$ cat src/rtl/sg_1001001001_pkg.sv
// Shared definitions for the 1001001001 serial link (generator and detector).
// Holds the FSM state encoding, the default pattern and the default widths.
package sg_1001001001_pkg;

  typedef enum logic [1:0] {
    ST_IDLE  = 2'd0,
    ST_SHIFT = 2'd1,
    ST_GAP   = 2'd2
  } state_t;

  localparam int unsigned    SG_LEN     = 10;
  localparam logic [SG_LEN-1:0] SG_PATTERN = 10'b1001001001;
  localparam int unsigned    SG_CNTW    = 4;
  localparam int unsigned    SG_GAPW    = 4;

endpackage

$ cat src/rtl/sg_1001001001_if.sv
// Control/serial bundle of the pattern generator.
//   start/reps/gap/abort : requests toward the generator
//   x/x_vld/busy/done    : serial output and status from the generator
// master = stimulus side, slave = generator side.
interface sg_1001001001_if #(
  parameter int unsigned CNTW = sg_1001001001_pkg::SG_CNTW,
  parameter int unsigned GAPW = sg_1001001001_pkg::SG_GAPW
);
  logic            start;
  logic [CNTW-1:0] reps;
  logic [GAPW-1:0] gap;
  logic            abort;
  logic            x;
  logic            x_vld;
  logic            busy;
  logic            done;

  modport master (
    output start, reps, gap, abort,
    input  x, x_vld, busy, done
  );

  modport slave (
    input  start, reps, gap, abort,
    output x, x_vld, busy, done
  );
endinterface

$ cat src/rtl/sg_down_cnt.sv
// Loadable down-counter with zero flag.
//   i_clk, i_rst : clock, async active-high reset (clears to 0)
//   i_load/i_din : load value (has priority over i_en)
//   i_en         : decrement by one
//   o_q, o_zero  : current count, count == 0
module sg_down_cnt #(
  parameter int unsigned W = 4
) (
  input  logic         i_clk,
  input  logic         i_rst,
  input  logic         i_load,
  input  logic         i_en,
  input  logic [W-1:0] i_din,
  output logic [W-1:0] o_q,
  output logic         o_zero
);

  logic [W-1:0] r_q;

  always_ff @(posedge i_clk or posedge i_rst) begin
    if (i_rst) begin
      r_q <= '0;
    end else if (i_load) begin
      r_q <= i_din;
    end else if (i_en) begin
      r_q <= r_q - W'(1);
    end
  end

  assign o_q    = r_q;
  assign o_zero = (r_q == '0);

endmodule

$ cat src/rtl/sg_1001001001.sv
// Serial pattern generator: sends PATTERN MSB-first, reps times, with gap
// idle cycles between copies.
//   clk, rst : clock, async active-high reset
//   bus      : slave side of sg_1001001001_if
//              (start/reps/gap/abort in; x/x_vld/busy/done out, all registered)
module sg_1001001001
  import sg_1001001001_pkg::*;
#(
  parameter int unsigned     LEN     = SG_LEN,
  parameter logic [LEN-1:0]  PATTERN = SG_PATTERN,
  parameter int unsigned     CNTW    = SG_CNTW,
  parameter int unsigned     GAPW    = SG_GAPW
) (
  input  logic               clk,
  input  logic               rst,
  sg_1001001001_if.slave     bus
);

  localparam int unsigned IDXW = (LEN > 1) ? $clog2(LEN) : 1;

  state_t          r_state;
  logic            r_x;
  logic            r_vld;
  logic            r_busy;
  logic            r_done;
  logic [GAPW-1:0] r_gap_l;

  logic [IDXW-1:0] w_idx_q;
  logic [IDXW-1:0] w_idx_nxt;
  logic            w_idx_zero;
  logic [CNTW-1:0] w_cpy_q;
  logic            w_cpy_zero;
  logic [GAPW-1:0] w_gap_q;
  logic            w_gap_zero;
  logic            w_unused;

  logic w_accept;
  logic w_shift;
  logic w_in_gap;
  logic w_more;

  assign w_accept  = (r_state == ST_IDLE) && bus.start && !bus.abort && (bus.reps != '0);
  assign w_shift   = (r_state == ST_SHIFT) && !bus.abort;
  assign w_in_gap  = (r_state == ST_GAP) && !bus.abort;
  // Last bit of a copy with further copies still owed.
  assign w_more    = w_shift && w_idx_zero && !w_cpy_zero;
  assign w_idx_nxt = w_idx_q - IDXW'(1);
  assign w_unused  = ^{w_cpy_q, w_gap_q};

  // Bit index is reloaded at the end of every non-final copy, even when a gap
  // follows; it simply holds at LEN-1 through GAP.
  sg_down_cnt #(.W(IDXW)) u_idx (
    .i_clk  (clk),
    .i_rst  (rst),
    .i_load (w_accept || w_more),
    .i_en   (w_shift && !w_idx_zero),
    .i_din  (IDXW'(LEN - 1)),
    .o_q    (w_idx_q),
    .o_zero (w_idx_zero)
  );

  // Copies remaining after the one currently on the line.
  sg_down_cnt #(.W(CNTW)) u_cpy (
    .i_clk  (clk),
    .i_rst  (rst),
    .i_load (w_accept),
    .i_en   (w_more),
    .i_din  (bus.reps - CNTW'(1)),
    .o_q    (w_cpy_q),
    .o_zero (w_cpy_zero)
  );

  // Loaded with gap-1 so the zero flag marks the final idle cycle.
  sg_down_cnt #(.W(GAPW)) u_gap (
    .i_clk  (clk),
    .i_rst  (rst),
    .i_load (w_more && (r_gap_l != '0)),
    .i_en   (w_in_gap && !w_gap_zero),
    .i_din  (r_gap_l - GAPW'(1)),
    .o_q    (w_gap_q),
    .o_zero (w_gap_zero)
  );

  always_ff @(posedge clk or posedge rst) begin
    if (rst) begin
      r_state <= ST_IDLE;
      r_x     <= 1'b0;
      r_vld   <= 1'b0;
      r_busy  <= 1'b0;
      r_done  <= 1'b0;
      r_gap_l <= '0;
    end else begin
      r_done <= 1'b0;
      if (bus.abort) begin
        r_state <= ST_IDLE;
        r_x     <= 1'b0;
        r_vld   <= 1'b0;
        r_busy  <= 1'b0;
      end else begin
        case (r_state)
          ST_IDLE: begin
            if (bus.start) begin
              if (bus.reps != '0) begin
                r_gap_l <= bus.gap;
                r_state <= ST_SHIFT;
                r_x     <= PATTERN[LEN-1];
                r_vld   <= 1'b1;
                r_busy  <= 1'b1;
              end else begin
                r_done  <= 1'b1;
              end
            end
          end
          ST_SHIFT: begin
            if (!w_idx_zero) begin
              r_x <= PATTERN[w_idx_nxt];
            end else if (w_cpy_zero) begin
              r_state <= ST_IDLE;
              r_x     <= 1'b0;
              r_vld   <= 1'b0;
              r_busy  <= 1'b0;
              r_done  <= 1'b1;
            end else if (r_gap_l == '0) begin
              r_x <= PATTERN[LEN-1];
            end else begin
              r_state <= ST_GAP;
              r_x     <= 1'b0;
              r_vld   <= 1'b0;
            end
          end
          ST_GAP: begin
            if (w_gap_zero) begin
              r_state <= ST_SHIFT;
              r_x     <= PATTERN[LEN-1];
              r_vld   <= 1'b1;
            end
          end
          default: begin
            r_state <= ST_IDLE;
            r_x     <= 1'b0;
            r_vld   <= 1'b0;
            r_busy  <= 1'b0;
          end
        endcase
      end
    end
  end

  assign bus.x     = r_x;
  assign bus.x_vld = r_vld;
  assign bus.busy  = r_busy;
  assign bus.done  = r_done;

endmodule

$ cat src/flat_wrapper.sv
// flat-port wrapper written by rule: the top's interface ports become plain ports
module sg_1001001001_flat import sg_1001001001_pkg::*;
#(
  parameter int unsigned     LEN     = SG_LEN,
  parameter logic [LEN-1:0]  PATTERN = SG_PATTERN,
  parameter int unsigned     CNTW    = SG_CNTW,
  parameter int unsigned     GAPW    = SG_GAPW
)
  (clk, rst, bus_start, bus_reps, bus_gap, bus_abort, bus_x, bus_x_vld, bus_busy, bus_done);
  sg_1001001001_if #(.CNTW(CNTW), .GAPW(GAPW)) bus_i ();
  input  logic clk;
  input  logic rst;
  input wire logic [$bits(bus_i.start)-1:0] bus_start;
  input wire logic [$bits(bus_i.reps)-1:0] bus_reps;
  input wire logic [$bits(bus_i.gap)-1:0] bus_gap;
  input wire logic [$bits(bus_i.abort)-1:0] bus_abort;
  output wire logic [$bits(bus_i.x)-1:0] bus_x;
  output wire logic [$bits(bus_i.x_vld)-1:0] bus_x_vld;
  output wire logic [$bits(bus_i.busy)-1:0] bus_busy;
  output wire logic [$bits(bus_i.done)-1:0] bus_done;
  assign bus_i.start = bus_start;
  assign bus_i.reps = bus_reps;
  assign bus_i.gap = bus_gap;
  assign bus_i.abort = bus_abort;
  assign bus_x = bus_i.x;
  assign bus_x_vld = bus_i.x_vld;
  assign bus_busy = bus_i.busy;
  assign bus_done = bus_i.done;
  sg_1001001001 #(.LEN(LEN), .PATTERN(PATTERN), .CNTW(CNTW), .GAPW(GAPW)) u_core (.clk(clk), .rst(rst), .bus(bus_i));
endmodule
$ cat config.mk
export PLATFORM = sky130hd
export DESIGN_NAME = sg_1001001001_flat
export DESIGN_NICKNAME = d
export VERILOG_FILES = /design/src/rtl/sg_1001001001_pkg.sv /design/src/rtl/sg_1001001001_if.sv /design/src/rtl/sg_down_cnt.sv /design/src/rtl/sg_1001001001.sv /design/src/flat_wrapper.sv
export SDC_FILE = /design/constraint.sdc
export NUM_CORES = 1
export LEC_CHECK = 0
export ABC_CLOCK_PERIOD_IN_PS = 2100
export CAP_MARGIN = 20
export CORE_MARGIN = 5
export CORE_UTILIZATION = 49
export DETAILED_ROUTE_END_ITERATION = 16
export GPL_TIMING_DRIVEN = 0
export PLACE_DENSITY = 0.74
export REMOVE_ABC_BUFFERS = 1
export SLEW_MARGIN = 10
export SYNTH_ARGS = -nofsm -noshare
export SYNTH_HDL_FRONTEND = slang
export SYNTH_SLANG_ARGS = --single-unit
$ cat constraint.sdc
create_clock -name clk -period 2.1 [get_ports clk]
set_input_delay 0.42 -clock clk [delete_from_list [all_inputs] [get_ports clk]]
set_output_delay 0.42 -clock clk [all_outputs]
set_load 0.005 [all_outputs]
After elaboration in Yosys (flattened, before gate mapping) --
Memories as Yosys holds them, arrays and structs flattened. Cells that the tools add are included.
Cells by class: add/sub/neg operators 5, multiply operators 0, div/mod/pow operators 0, order comparisons 1, equality and inequality tests 9, shift-type cells 0, multiplexer cells 38, bitwise operators 1, reduce and logical (&&, ||, !) cells 29
Operator list (count):
- $mux W4 | 6
- $mux W1 | 20
- $sub A4 B1 Y4 const B | 5
- $logic_not A4 Y1 | 4
- $mux W2 | 7
- $logic_and A1 B1 Y1 | 10
- $reduce_and A5 Y1 | 2
- $ne A3 B2 Y1 const B | 3
- $pmux W1 S3 | 3
- $reduce_bool A4 Y1 | 2
- $ne A3 B3 Y1 const B | 2
- $pmux W2 S3 | 1
- $reduce_bool A2 Y1 | 3
- $lt A4 B5 Y1 const B | 1
- $logic_not A1 Y1 | 4
- $ne A4 B3 Y1 const B | 1
- $reduce_and A4 Y1 | 1
- $reduce_and A3 Y1 | 1
- $eq A2 B1 Y1 const B | 1
- $eq A2 B2 Y1 const B | 1
- $logic_not A2 Y1 | 1
- $ne A2 B2 Y1 const B | 1
- $pmux W1 S2 | 1
- $logic_or A1 B1 Y1 | 1
- $not A1 Y1 | 1
Word-level totals: register bits 22, bits in latches 0, RAM bits 0, bits in read-only memories 16, input port bits 12, output and inout port bits 4, word-level logic and storage cells 93, memories 1
Memory list:
- (name not given) | depth 16, width 1, read ports 1, clocked after Yosys merged registers in 0, wr ports 0, line sg_1001001001.sv:116 | r_x <= PATTERN[w_idx_nxt];

Longest topological paths before layout --
Gate-level depths: netlist of the first run.
word-level depth 6, depth in mapped cells 9, mapped depth without buffers 8

Cells and area by module --
Synthesis of the first run repeated with hierarchy kept, for this count alone.
Second synthesis, totals: cell total of the unflattened synthesis 142, area total of the unflattened synthesis 1372.6 µm²
By module, submodules not included:
- sg_down_cnt | times used 3, cells each 23, area each 231.5 µm², seq. area each 100.1 µm²
- sg_1001001001 | times used 1, cells each 73, area each 678.2 µm², seq. area each 225.2 µm²

Worst setup path after synthesis of the first run --
OpenSTA, ideal clock, no wires.
path type register to register, start register u_core.r_state[1], end register u_core.u_cpy.r_q[2] (netlist: u_core.u_cpy.o_q[2]), library setup time 0.125 ns, arrival 1.917 ns, required time 1.975 ns, setup slack 0.058 ns, stages on the path, launching flop included 10, path buffers 2, period minus slack after synthesis 2.042 ns, cells stage by stage dfrtp_1 -> clkbuf_2 -> or4b_1 -> nor2_1 -> buf_4 -> and2_1 -> a21oi_1 -> ha_1 -> a211oi_1 -> nor3_1
Between the ends: word-level cells in the longest chain between the ends 5, elaborated cells between the ends (all ways) 10, classes of those cells eq/ne (1); mux (1); reduce/logical (8)
RTL lines:
- start, declared | line sg_1001001001.sv:21 | state_t r_state;
- start signal, assigned | line sg_1001001001.sv:86 | r_state <= ST_IDLE;
- start signal, assigned | line sg_1001001001.sv:95 | r_state <= ST_IDLE;
- start signal, assigned | line sg_1001001001.sv:105 | r_state <= ST_SHIFT;
- $eq A2 B1 Y1 or $logic_not A2 Y1 (tied branches) | line sg_1001001001.sv:43, sg_1001001001.sv:42
- $logic_and A1 B1 Y1 (on tied branches) | line sg_1001001001.sv:43, sg_1001001001.sv:42
- $logic_and A1 B1 Y1 (on tied branches) (2 in series) | line sg_1001001001.sv:46, sg_1001001001.sv:42
- $reduce_bool A2 Y1 (no line) or $mux W4 (tied branches)
- end signal, assigned | line sg_down_cnt.sv:24 | r_q <= i_din;
- end signal, assigned | line sg_down_cnt.sv:26 | r_q <= r_q - W'(1);
- end, declared | line sg_down_cnt.sv:18 | logic [W-1:0] r_q;
Parallel ways exist; a longest one is shown, timed or not. A chain may end at the register's enable or synchronous reset.

Worst setup path in the final report of the first run --
start register u_core.r_state[0], end register u_core.u_cpy.r_q[2] (netlist: u_core.u_cpy.o_q[2])
Same word-level chain as after synthesis.

==> key figures, run 1 <==
Timing
  • Worst Skew: 0.00516 ns
  • Slew Viols, Final: 0
  • Worst-margin pin slew: 0.826 ns
  • Setup Viol. Count Final: 0
  • RSZ-0062 raised after global routing: no
  • Final Cycle Share: 94.4%
  • Final critical-path required period: 1.98 ns
  • Final Hold Violating Endpoints: 0
  • Slew margin rel.: 44.9%
  • Achievable frequency: 504 MHz

Logic synthesis
  • Primary FF master, synth: dfrtp_1
  • Syn Inst Count: 141
  • Avg Cell Area, Syn: 9.49 sq um
  • #FFs+latches synth: 22
  • Post-synthesis sequential area ratio: 41.2%
  • Ys async rst share: 100%
  • Cell Area, Synth: 1340 sq um
  • Netlist cell types: 46
  • Yosys warnings: 0
  • Post-synth EDFFs: 0

Power
  • Psw: 0.671 mW
  • Leakage: 0.764 nW
  • Combinational share of power: 42.5%
  • Peak VDD IR: 0.000771 V
  • Pint: 1.17 mW
  • Clk pwr share: 18.2%
  • Power per cell area: 1060 nW/um^2
  • Final Power: 1.84 mW
  • Net Sw Frac: 36.4%
  • Sequential Power Share: 39.3%

Worst setup path
  • Worst reg2reg path depth: 6
  • Worst path required time: 2.36 ns
  • R2r startpoint: u_core.r_state[0]
  • CP startpoint kind: flip-flop
  • R2r setup slk: 0.12 ns
  • Endpoint class of the critical path: flip-flop
  • Arrival @ worst endpoint: 2.24 ns
  • Crit path max fanout: 6
  • Worst r2r dst: u_core.u_cpy.o_q[2]
  • Crit Path Category: reg2reg

Clock tree
  • Clock sink count: 22
  • Number of CTS-inserted buffers: 3
  • CTS Buffer Depth: 2
  • Cts hold-fix bufs: 0
  • CTS H-tree lvls: 1
  • Clock Tree Root: clkbuf_4
  • TritonCTS clock tree: built
  • Worst skew pair latency: 0.33 ns
  • Clock slew at reported path FFs: 0.13 ns

Min path
  • Hold Crit Class: reg2reg
  • Worst hold path startpoint: u_core.bus.x_vld
  • Min-Delay Endpoint: u_core.bus.x_vld
  • WHS Path Cells: 1

Global routing
  • Vias in the first global route: 1,121
  • Largest net degree at the start of global routing: 23
  • Total track usage: 15.4%
  • Initial antenna violation count: 0
  • GRT overflow: 0
  • First-pass GRT wire length: 5030 um

Floorplan
  • Die Y: 62.2 um
  • Initial core utilization: 49.8%
  • Die area: 3870 sq um
  • Core area: 2690 sq um
  • Top Ports: 16
  • Cell Rows: 19
  • Die Width: 62.2 um

Drt
  • Detailed Routing Iterations Pass 1: 4
  • Routed wire length: 2930 um
  • Vias: 1,147
  • Avg WL per Cell: 14.7 um
  • Drt drc: 0
  • Detailed Route Iter0 Violations: 59
  • Final ANT Viol Nets: 0
  • DR vias/cell: 5.76

Layout
  • Final cell count without fillers: 199
  • Commonest non-fill, non-tap cell in the layout: nand2_1
  • Most frequent cells in the layout: nand2_1 (21), dfrtp_1 (18), nor2_1 (13), clkdlybuf4s50_1 (13), buf_4 (11)
  • # diodes: 0
  • Nets@finish: 186
  • Share of layout cells above drive strength 1: 27.4%
  • Area of the multi-input gates: 838 sq um
  • Area Overhead vs Synth: 29.9%
  • FILL cells: 224
  • Area occupied by registers: 556 sq um

Flow run
  • Max-cap violations: 0

Status
  • Status: finished, final reports clean

Placement
  • Post-Place Cells: 184
  • RD Place Congestion: 0.813
  • Port bufs: 15
  • Detailed Place HPWL: 2050 um
-- through the flow --
step                      worst slack [ns]  instance area [sq um]  setup TNS (ns)  hold WS [ns]  util, %
final                                0.118                   1740               0         0.515     64.7
after global routing               0.00656                   1740               0         0.566     64.7
after CTS                         -0.00221                   1630        -0.00221         0.518     60.5
after detailed placement            -0.989                   1500           -6.78         0.485     55.9
after global placement              -0.930                   1500           -6.24         0.485     55.9
after floorplan                     -0.108                   1310          -0.108         0.409        -
-- sequential cells by signal, summed over array words and instances, names as in the netlist --
name,count
u_core.r_gap_l,4
u_core.u_cpy.o_q,4
u_core.u_gap.o_q,4
u_core.u_idx.o_q,4
u_core.r_state,2
u_core.bus.busy,1
u_core.bus.done,1
u_core.bus.x,1
u_core.bus.x_vld,1
-- routing by layer --
metal / up-vias / track usage (%) / part of all wire (%)
met5: - / 0 / 0
met4: 0 / 1.63 / 0.72
met1: 558 / 21.7 / 46
met2: 24 / 24.1 / 48
met3: 3 / 4.68 / 5.0
li1: 562 / - / -
-- repair_timing --
action,in CTS,in global routing
buffers inserted,4,7
cloned,0,0
pin swaps,2,4
endpoints found under the setup margin,14,7
gates resized for setup,9,15
-- synthesized netlist by cell type (all sizes together) (3+ instances only) --
| cell type | count | area share [%] |
|---|---|---|
| dfrtp | 22 | 41 |
| nor3 | 5 | 2.7 |
| ha | 5 | 4.7 |
| or4 | 3 | 2.0 |
| inv | 5 | 1.4 |
| nor2 | 15 | 4.4 |
| xnor2 | 4 | 2.6 |
| a211oi | 5 | 3.2 |
| a21oi | 7 | 2.6 |
| a22oi | 3 | 1.7 |
| mux2i | 4 | 3.0 |
| o21ai | 9 | 3.6 |
| nor4 | 3 | 1.9 |
| nand2 | 21 | 5.9 |
-- critical path, cell delays in order (launching register included) --
cell	delay, ns
dfrtp_2	0.46
or4b_4	0.60
nor2_4	0.17
mux2i_1	0.22
ha_2	0.23
nor3_2	0.05
nor3_1	0.19
-- cells by family (layout without fill, tap and decap cells) --
family	after synthesis	after routing	share of synthesized area [%]
xor gates and xnor gates	6	6	3.93
adders and majority gates	5	5	4.68
muxes	5	5	3.84
AOI/OAI and AO/OA	32	32	16.2
buffers and inverters	8	35	3.18
and+or+nand+nor	63	63	27.0
DFF	22	22	41.2
-- worst max path at each step --
stage / from / to / slack, ns / cells after the start
after floorplan: u_core.r_state[0] / u_core.u_cpy.o_q[2] / -0.11 / 7
after global placement: bus_abort / u_core.u_cpy.o_q[2] / -0.93 / 8
after detailed placement: bus_abort / u_core.u_cpy.o_q[2] / -0.99 / 8
after CTS: bus_start / u_core.u_cpy.o_q[2] / -0.002 / 8
after global routing: u_core.r_state[0] / u_core.u_cpy.o_q[2] / 0.007 / 6
final: u_core.r_state[0] / u_core.u_cpy.o_q[2] / 0.12 / 6
-- layout make-up --
type	count	share of cell area [%]
repair buffers	26	13.5
flip-flops and latches	22	32.0
inverters	5	1.08
well taps	31	2.23
multi-input cells	111	48.2
clock buffers	3	1.30
clock inverters	1	1.73
-- power groups by stage --
stage / Sequential (mW) / Clock, mW / Combinational (mW)
6_report: 0.724 / 0.335 / 0.783
5_1_grt: 0.741 / 0.360 / 0.888
4_1_cts: 0.713 / 0.336 / 0.674
3_5_place_dp: 0.713 / 0 / 0.643
3_3_place_gp: 0.702 / 0 / 0.613
2_1_floorplan: 0.672 / 0 / 0.507
Power figures use the tool's default switching activity.
==> run 2, diff against run 1 <==
Settings changed: ABC_CLOCK_PERIOD_IN_PS 2100 to 1700, GPL_TIMING_DRIVEN 0 to default.
Clock period 2.1 ns to 1.7 ns, I/O delays scaled along.
==> run 2 against run 1 <==
Compared with the run above: first-iteration DRC count decreased by 3.4%; largest cell class unchanged; non-clock buffer count grew 41; highest routed layer unchanged; die area unchanged; design area grew 27%; cell count rose by 21%; critical path depth is 1 higher; critical path type unchanged; the flow now finishes with violations (setup timing); routed wire length grew 50%; clock skew down 0.0017 ns; total power grew 61%; flip-flop and latch count unchanged; worst setup slack got worse by 0.37 ns.
==> key figures, run 2 (synthesis results as in run 1) <==
Status
  • Status: finished with violations
  • Failing checks: setup timing

Global routing
  • GRT overflow: 0 (unchanged)
  • Initial antenna violation count: 0 (unchanged)
  • Total track usage: 21.9% (+6.5 points)
  • First-pass GRT wire length: 6810 um (+35%)
  • Largest net degree at the start of global routing: 23 (unchanged)
  • Vias in the first global route: 1,453 (+30%)

Drt
  • Avg WL per Cell: 18.3 um (+24%)
  • Vias: 1,388 (+21%)
  • Final ANT Viol Nets: 0 (unchanged)
  • DR vias/cell: 5.78 (+0.34%)
  • Detailed Routing Iterations Pass 1: 4 (unchanged)
  • Detailed Route Iter0 Violations: 57 (-3.4%)
  • Drt drc: 0 (unchanged)
  • Routed wire length: 4400 um (+50%)

Floorplan
  • Die Width: 62.2 um (unchanged)
  • Die Y: 62.2 um (unchanged)
  • Core area: 2690 sq um (unchanged)
  • Top Ports: 16 (unchanged)
  • Die area: 3870 sq um (unchanged)
  • Cell Rows: 19 (unchanged)
  • Initial core utilization: 49.8% (unchanged)

Clock tree
  • Clock sink count: 22 (unchanged)
  • CTS Buffer Depth: 2 (unchanged)
  • Number of CTS-inserted buffers: 3 (unchanged)
  • Clock slew at reported path FFs: 0.13 ns (about the same)
  • Worst skew pair latency: 0.32 ns (about the same)
  • CTS H-tree lvls: 1 (unchanged)
  • TritonCTS clock tree: built
  • Clock Tree Root: clkbuf_4
  • Cts hold-fix bufs: 0 (unchanged)

Worst setup path
  • Crit Path Category: reg2reg
  • R2r setup slk: -0.25 ns (-0.37 ns)
  • Worst reg2reg path depth: 7 (+1)
  • Crit path max fanout: 3 (-3)
  • Worst path required time: 1.93 ns (-0.43 ns)
  • CP startpoint kind: flip-flop
  • Arrival @ worst endpoint: 2.18 ns (-0.06 ns)
  • Endpoint class of the critical path: flip-flop

Timing
  • Worst Skew: 0.00349 ns (-0.00167 ns)
  • Final worst hold slack: 0.340 ns (-0.175 ns)
  • Setup TNS: -1.82 ns (-1.82 ns)
  • Achievable frequency: 512 MHz (+1.5%)
  • Final Hold Violating Endpoints: 0 (unchanged)
  • RSZ-0062 raised after global routing: yes
  • Final critical-path required period: 1.95 ns (-0.0290 ns)
  • Final Cycle Share: 115% (+21 points)
  • Slew margin rel.: 77.1% (+32 points)
  • Final worst-path setup slack: -0.253 ns (-0.371 ns)
  • Setup Viol. Count Final: 12 (+12)
  • Worst-margin pin slew: 0.341 ns (-0.485 ns)
  • Slew Viols, Final: 0 (unchanged)

Layout
  • # diodes: 0 (unchanged)
  • Share of layout cells above drive strength 1: 50.7% (+23 points)
  • Final cell count without fillers: 240 (+21%)
  • Final instance area: 2200 sq um (+27%)
  • Nets@finish: 227 (+22%)
  • Area Overhead vs Synth: 64.5%
  • Commonest non-fill, non-tap cell in the layout: buf_4
  • Finished Core Util: 81.9% (+17 points)
  • Most frequent cells in the layout: buf_4 (43), dfrtp_1 (22), nand2_1 (20)
  • FILL cells: 152 (-32%)

Placement
  • Post-Place Setup Slack: -0.678 ns (+0.311 ns)
  • Post-Place Cells: 228 (+24%)
  • Port bufs: 15 (unchanged)
  • RD Place Congestion: 0.929 (+14%)
  • Detailed Place HPWL: 2640 um (+29%)
  • Area after DPL: 1830 sq um (+22%)

Power
  • Peak VDD IR: 0.00130 V (+69%)
  • Psw: 1.11 mW (+66%)
  • Sequential Power Share: 27.9% (-11 points)
  • Net Sw Frac: 37.4% (+0.96 points)
  • Power per cell area: 1350 nW/um^2 (+28%)
  • Final Power: 2.97 mW (+61%)
  • Pint: 1.86 mW (+59%)
  • Combinational share of power: 58.0% (+15 points)
  • Clk pwr share: 14.1% (-4.1 points)
  • Leakage: 1.01 nW (+32%)

Flow run
  • Max-cap violations: 0 (unchanged)

Min path
  • Hold Crit Class: in2async
## run 2: cell types whose count changed in the layout (fill, tap and decap cells not counted), sizes merged
cell	before	now
clkbuf	3	4
dlymetal6s2s	1	0
clkdlybuf4s15	0	1
clkdlybuf4s50	13	9
dlygate4sd2	1	4
buf	11	52
## run 2: cell type report
type                       count  area, sq um  area share, %
clock inverter                 1         30.0           1.36
timing repair buffer          67          564           25.6
sequential                    22          551           25.0
clock buffer                   3         22.5           1.02
multi-input combinational    111          976           44.3
tap                           31         38.8           1.76
inverter                       5         18.8          0.853
## run 2: metal layers
layer | vias to the layer above | share of wire, % | track usage (%)
li1 | 651 | - | -
met3 | 14 | 3.4 | 3.06
met2 | 41 | 50 | 39.0
met4 | 0 | 2.7 | 11.4
met1 | 682 | 44 | 25.0
met5 | - | 0 | 0
## run 2: power groups by stage
stage	registers (mW)	logic [mW]	clock network, mW
after floorplan	0.830	0.626	0
after global placement	0.781	1.21	0
after detailed placement	0.793	1.27	0
after CTS	0.801	1.52	0.411
after global routing	0.846	1.86	0.459
final	0.828	1.72	0.421
## run 2: repair_timing
item                                    in CTS  in global routing
buffers inserted                             4                  5
endpoints found under the setup margin      20                 17
endpoints found under the hold margin        0                  0
gates resized for setup                     42                 30
pin swaps                                   20                 14
## run 2: critical path: stages, from the launching register on
cell and delay (ns):
dfrtp_1 0.41, or4b_4 0.57, nor2_4 0.15, buf_6 0.11, mux2i_1 0.18, ha_2 0.23, nor2b_1 0.14, nor3_1 0.06
## run 2: worst paths after layout
kind	start	end
max	u_core.r_state[0]	u_core.u_cpy.o_q[2]
min	rst	u_core.u_gap.o_q[1]
max reg2reg	u_core.r_state[0]	u_core.u_cpy.o_q[2]
min reg2reg	u_core.bus.x_vld	u_core.bus.x_vld
max in group asynchronous	rst	u_core.u_idx.o_q[0]
min in group clk	bus_reps[3]	u_core.u_cpy.o_q[3]
==> run 3, diff against run 2 <==
Settings changed: MAX_ROUTING_LAYER from default to met4.
==> run 3 against run 2 <==
Compared with the run above: the flow still finishes with violations (setup timing); worst hold slack barely moved; die area unchanged; highest routed layer unchanged; cell count is the same; largest cell class unchanged; routed wire length down 0.20%; critical path depth did not move; non-clock buffer count did not move; sequential power hardly changed; core utilization unchanged; first-iteration DRC count rose by 19%; global-route usage increased by 0.65 points; clock power barely moved; count of clock-buffer cells in the layout did not move.
==> key figures, run 3 (synthesis results as in run 1) <==
Floorplan
  • Initial core utilization: 49.8% (unchanged)
  • Die Width: 62.2 um (unchanged)
  • Die area: 3870 sq um (unchanged)
  • Top Ports: 16 (unchanged)
  • Core area: 2690 sq um (unchanged)
  • Die Y: 62.2 um (unchanged)
  • Cell Rows: 19 (unchanged)

Timing
  • Setup TNS: -1.80 ns (+0.0202 ns)
  • Setup Viol. Count Final: 12 (unchanged)
  • RSZ-0062 raised after global routing: yes
  • Final critical-path required period: 1.95 ns (-0.00130 ns)
  • Slew Viols, Final: 0 (unchanged)
  • Achievable frequency: 512 MHz (about the same)
  • Slew margin rel.: 77.1% (about the same)
  • Final worst-path setup slack: -0.252 ns (+0.00130 ns)
  • Final Cycle Share: 115% (about the same)
  • Final Hold Violating Endpoints: 0 (unchanged)
  • Worst Skew: 0.00376 ns (+0.000267 ns)
  • Final worst hold slack: 0.339 ns (-0.000304 ns)
  • Worst-margin pin slew: 0.341 ns (-0.0000552 ns)

Layout
  • Final instance area: 2200 sq um (unchanged)
  • Area Overhead vs Synth: 64.5% (unchanged)
  • Share of layout cells above drive strength 1: 50.7% (unchanged)
  • Final cell count without fillers: 240 (unchanged)
  • Commonest non-fill, non-tap cell in the layout: buf_4
  • Nets@finish: 227 (unchanged)
  • Most frequent cells in the layout: buf_4 (43), dfrtp_1 (22), nand2_1 (20)
  • # diodes: 0 (unchanged)

Drt
  • Avg WL per Cell: 18.3 um (-0.20%)
  • Routed wire length: 4390 um (-0.20%)
  • Drt drc: 0 (unchanged)
  • Vias: 1,397 (+0.65%)
  • Detailed Route Iter0 Violations: 68 (+19%)
  • Final ANT Viol Nets: 0 (unchanged)
  • DR vias/cell: 5.82 (+0.65%)
  • Detailed Routing Iterations Pass 1: 4 (unchanged)

Worst setup path
  • R2r startpoint: u_core.r_state[0]
  • Crit path buf inv count: 1 (unchanged)
  • Arrival @ worst endpoint: 2.18 ns (about the same)
  • Critical-path cell list: or4b_4 > nor2_4 > buf_6 > mux2i_1 > ha_2 > nor2b_1 > nor3_1
  • R2r setup slk: -0.25 ns (about the same)
  • Endpoint class of the critical path: flip-flop
  • CP max stage cell: or4b_4
  • Crit Path Category: reg2reg
  • CP startpoint kind: flip-flop
  • Worst reg2reg path depth: 7 (unchanged)
  • Crit path max fanout: 3 (unchanged)
  • Delay of the slowest critical-path stage: 0.58 ns (about the same)
  • Worst r2r dst: u_core.u_cpy.o_q[2]
  • Critical path's top delay family: simple AND/OR/NAND/NOR gates
  • Worst path required time: 1.93 ns (about the same)

Power
  • Net Sw Frac: 37.3% (-0.039 points)
  • Clk pwr share: 14.2% (about the same)
  • Psw: 1.11 mW (-0.17%)
  • Leakage: 1.01 nW (unchanged)
  • Pint: 1.86 mW (about the same)
  • Power per cell area: 1350 nW/um^2 (about the same)
  • Combinational share of power: 58.0% (about the same)
  • Peak VDD IR: 0.00130 V (about the same)
  • Sequential Power Share: 27.9% (about the same)

Placement
  • Detailed Place HPWL: 2640 um (unchanged)
  • RD Place Congestion: 0.946 (+1.8%)
  • Port bufs: 15 (unchanged)
  • Post-Place Cells: 228 (unchanged)
  • Area after DPL: 1830 sq um (unchanged)

Clock tree
  • Cts hold-fix bufs: 0 (unchanged)
  • Clock slew at reported path FFs: 0.14 ns (about the same)
  • CTS H-tree lvls: 1 (unchanged)
  • TritonCTS clock tree: built
  • Number of CTS-inserted buffers: 3 (unchanged)
  • Clock sink count: 22 (unchanged)
  • Worst skew pair latency: 0.32 ns (about the same)
  • CTS Buffer Depth: 2 (unchanged)
  • Clock Tree Root: clkbuf_4

Global routing
  • Initial antenna violation count: 0 (unchanged)
  • Total track usage: 22.6% (+0.65 points)
  • Largest net degree at the start of global routing: 23 (unchanged)
  • Vias in the first global route: 1,453 (unchanged)
  • First-pass GRT wire length: 6800 um (-0.21%)
  • GRT overflow: 0 (unchanged)

Status
  • Failing checks: setup timing
  • Status: finished with violations

Min path
  • Hold Crit Class: in2async

Flow run
  • Max-cap violations: 0 (unchanged)
run 3: cell counts in the layout (fill, tap and decap cells not counted):
No cell type changed its count.
run 3: worst max-delay path by stage:
stage	from	end	slack, ns	cells past startpoint
2_1_floorplan	u_core.r_state[0]	u_core.u_cpy.o_q[2]	-0.51	7
3_3_place_gp	bus_reps[1]	u_core.u_idx.o_q[2]	-0.65	7
3_5_place_dp	bus_start	u_core.u_cpy.o_q[2]	-0.68	8
4_1_cts	u_core.r_state[0]	u_core.u_cpy.o_q[2]	-0.22	7
5_1_grt	u_core.r_state[0]	u_core.u_cpy.o_q[2]	-0.32	7
6_report	u_core.r_state[0]	u_core.u_cpy.o_q[2]	-0.25	7
run 3: power groups by stage:
stage / Clock, mW / Combinational (mW) / Sequential (mW)
floorplan: 0 / 0.626 / 0.830
global placement: 0 / 1.21 / 0.781
detailed placement: 0 / 1.27 / 0.793
CTS: 0.411 / 1.52 / 0.801
global route: 0.459 / 1.86 / 0.845
finish: 0.421 / 1.72 / 0.828
run 3: layout make-up:
| type | count | area, sq um |
|---|---|---|
| fill | 152 | 485 |
| inverter | 5 | 18.8 |
| timing repair buffer | 67 | 564 |
| clock inverter | 1 | 30.0 |
| clock buffer | 3 | 22.5 |
| multi-input combinational | 111 | 976 |
| sequential | 22 | 551 |
| tap | 31 | 38.8 |
run 3: tightest hold or removal path, stage by stage:
cell	delay (ns)
clkdlybuf4s50_1	0.40
inv_1	0.05
buf_4	0.28
run 3: what timing repair did:
item                                    4_1_cts  5_1_grt
gates cloned                                  0        0
setup buffers                                 4        5
gates resized for setup                      42       30
pin swaps                                    20       14
endpoints found under the setup margin       20       17
run 3: stage by stage:
stage	power, mW	worst slack (ns)	util [%]
2_1_floorplan	1.46	-0.508	-
3_3_place_gp	2.00	-0.651	68.2
3_5_place_dp	2.06	-0.678	68.2
4_1_cts	2.73	-0.219	77.2
5_1_grt	3.17	-0.319	81.9
6_report	2.97	-0.252	81.9
run 3: layer usage:
metal  up-vias  global-route usage, %  share of wire, %
met5         -                      -                 0
met2        51                   39.0                50
met1       684                   24.8                43
met3        12                   3.60               4.3
li1        650                      -                 -
met4         0                   11.4               2.6
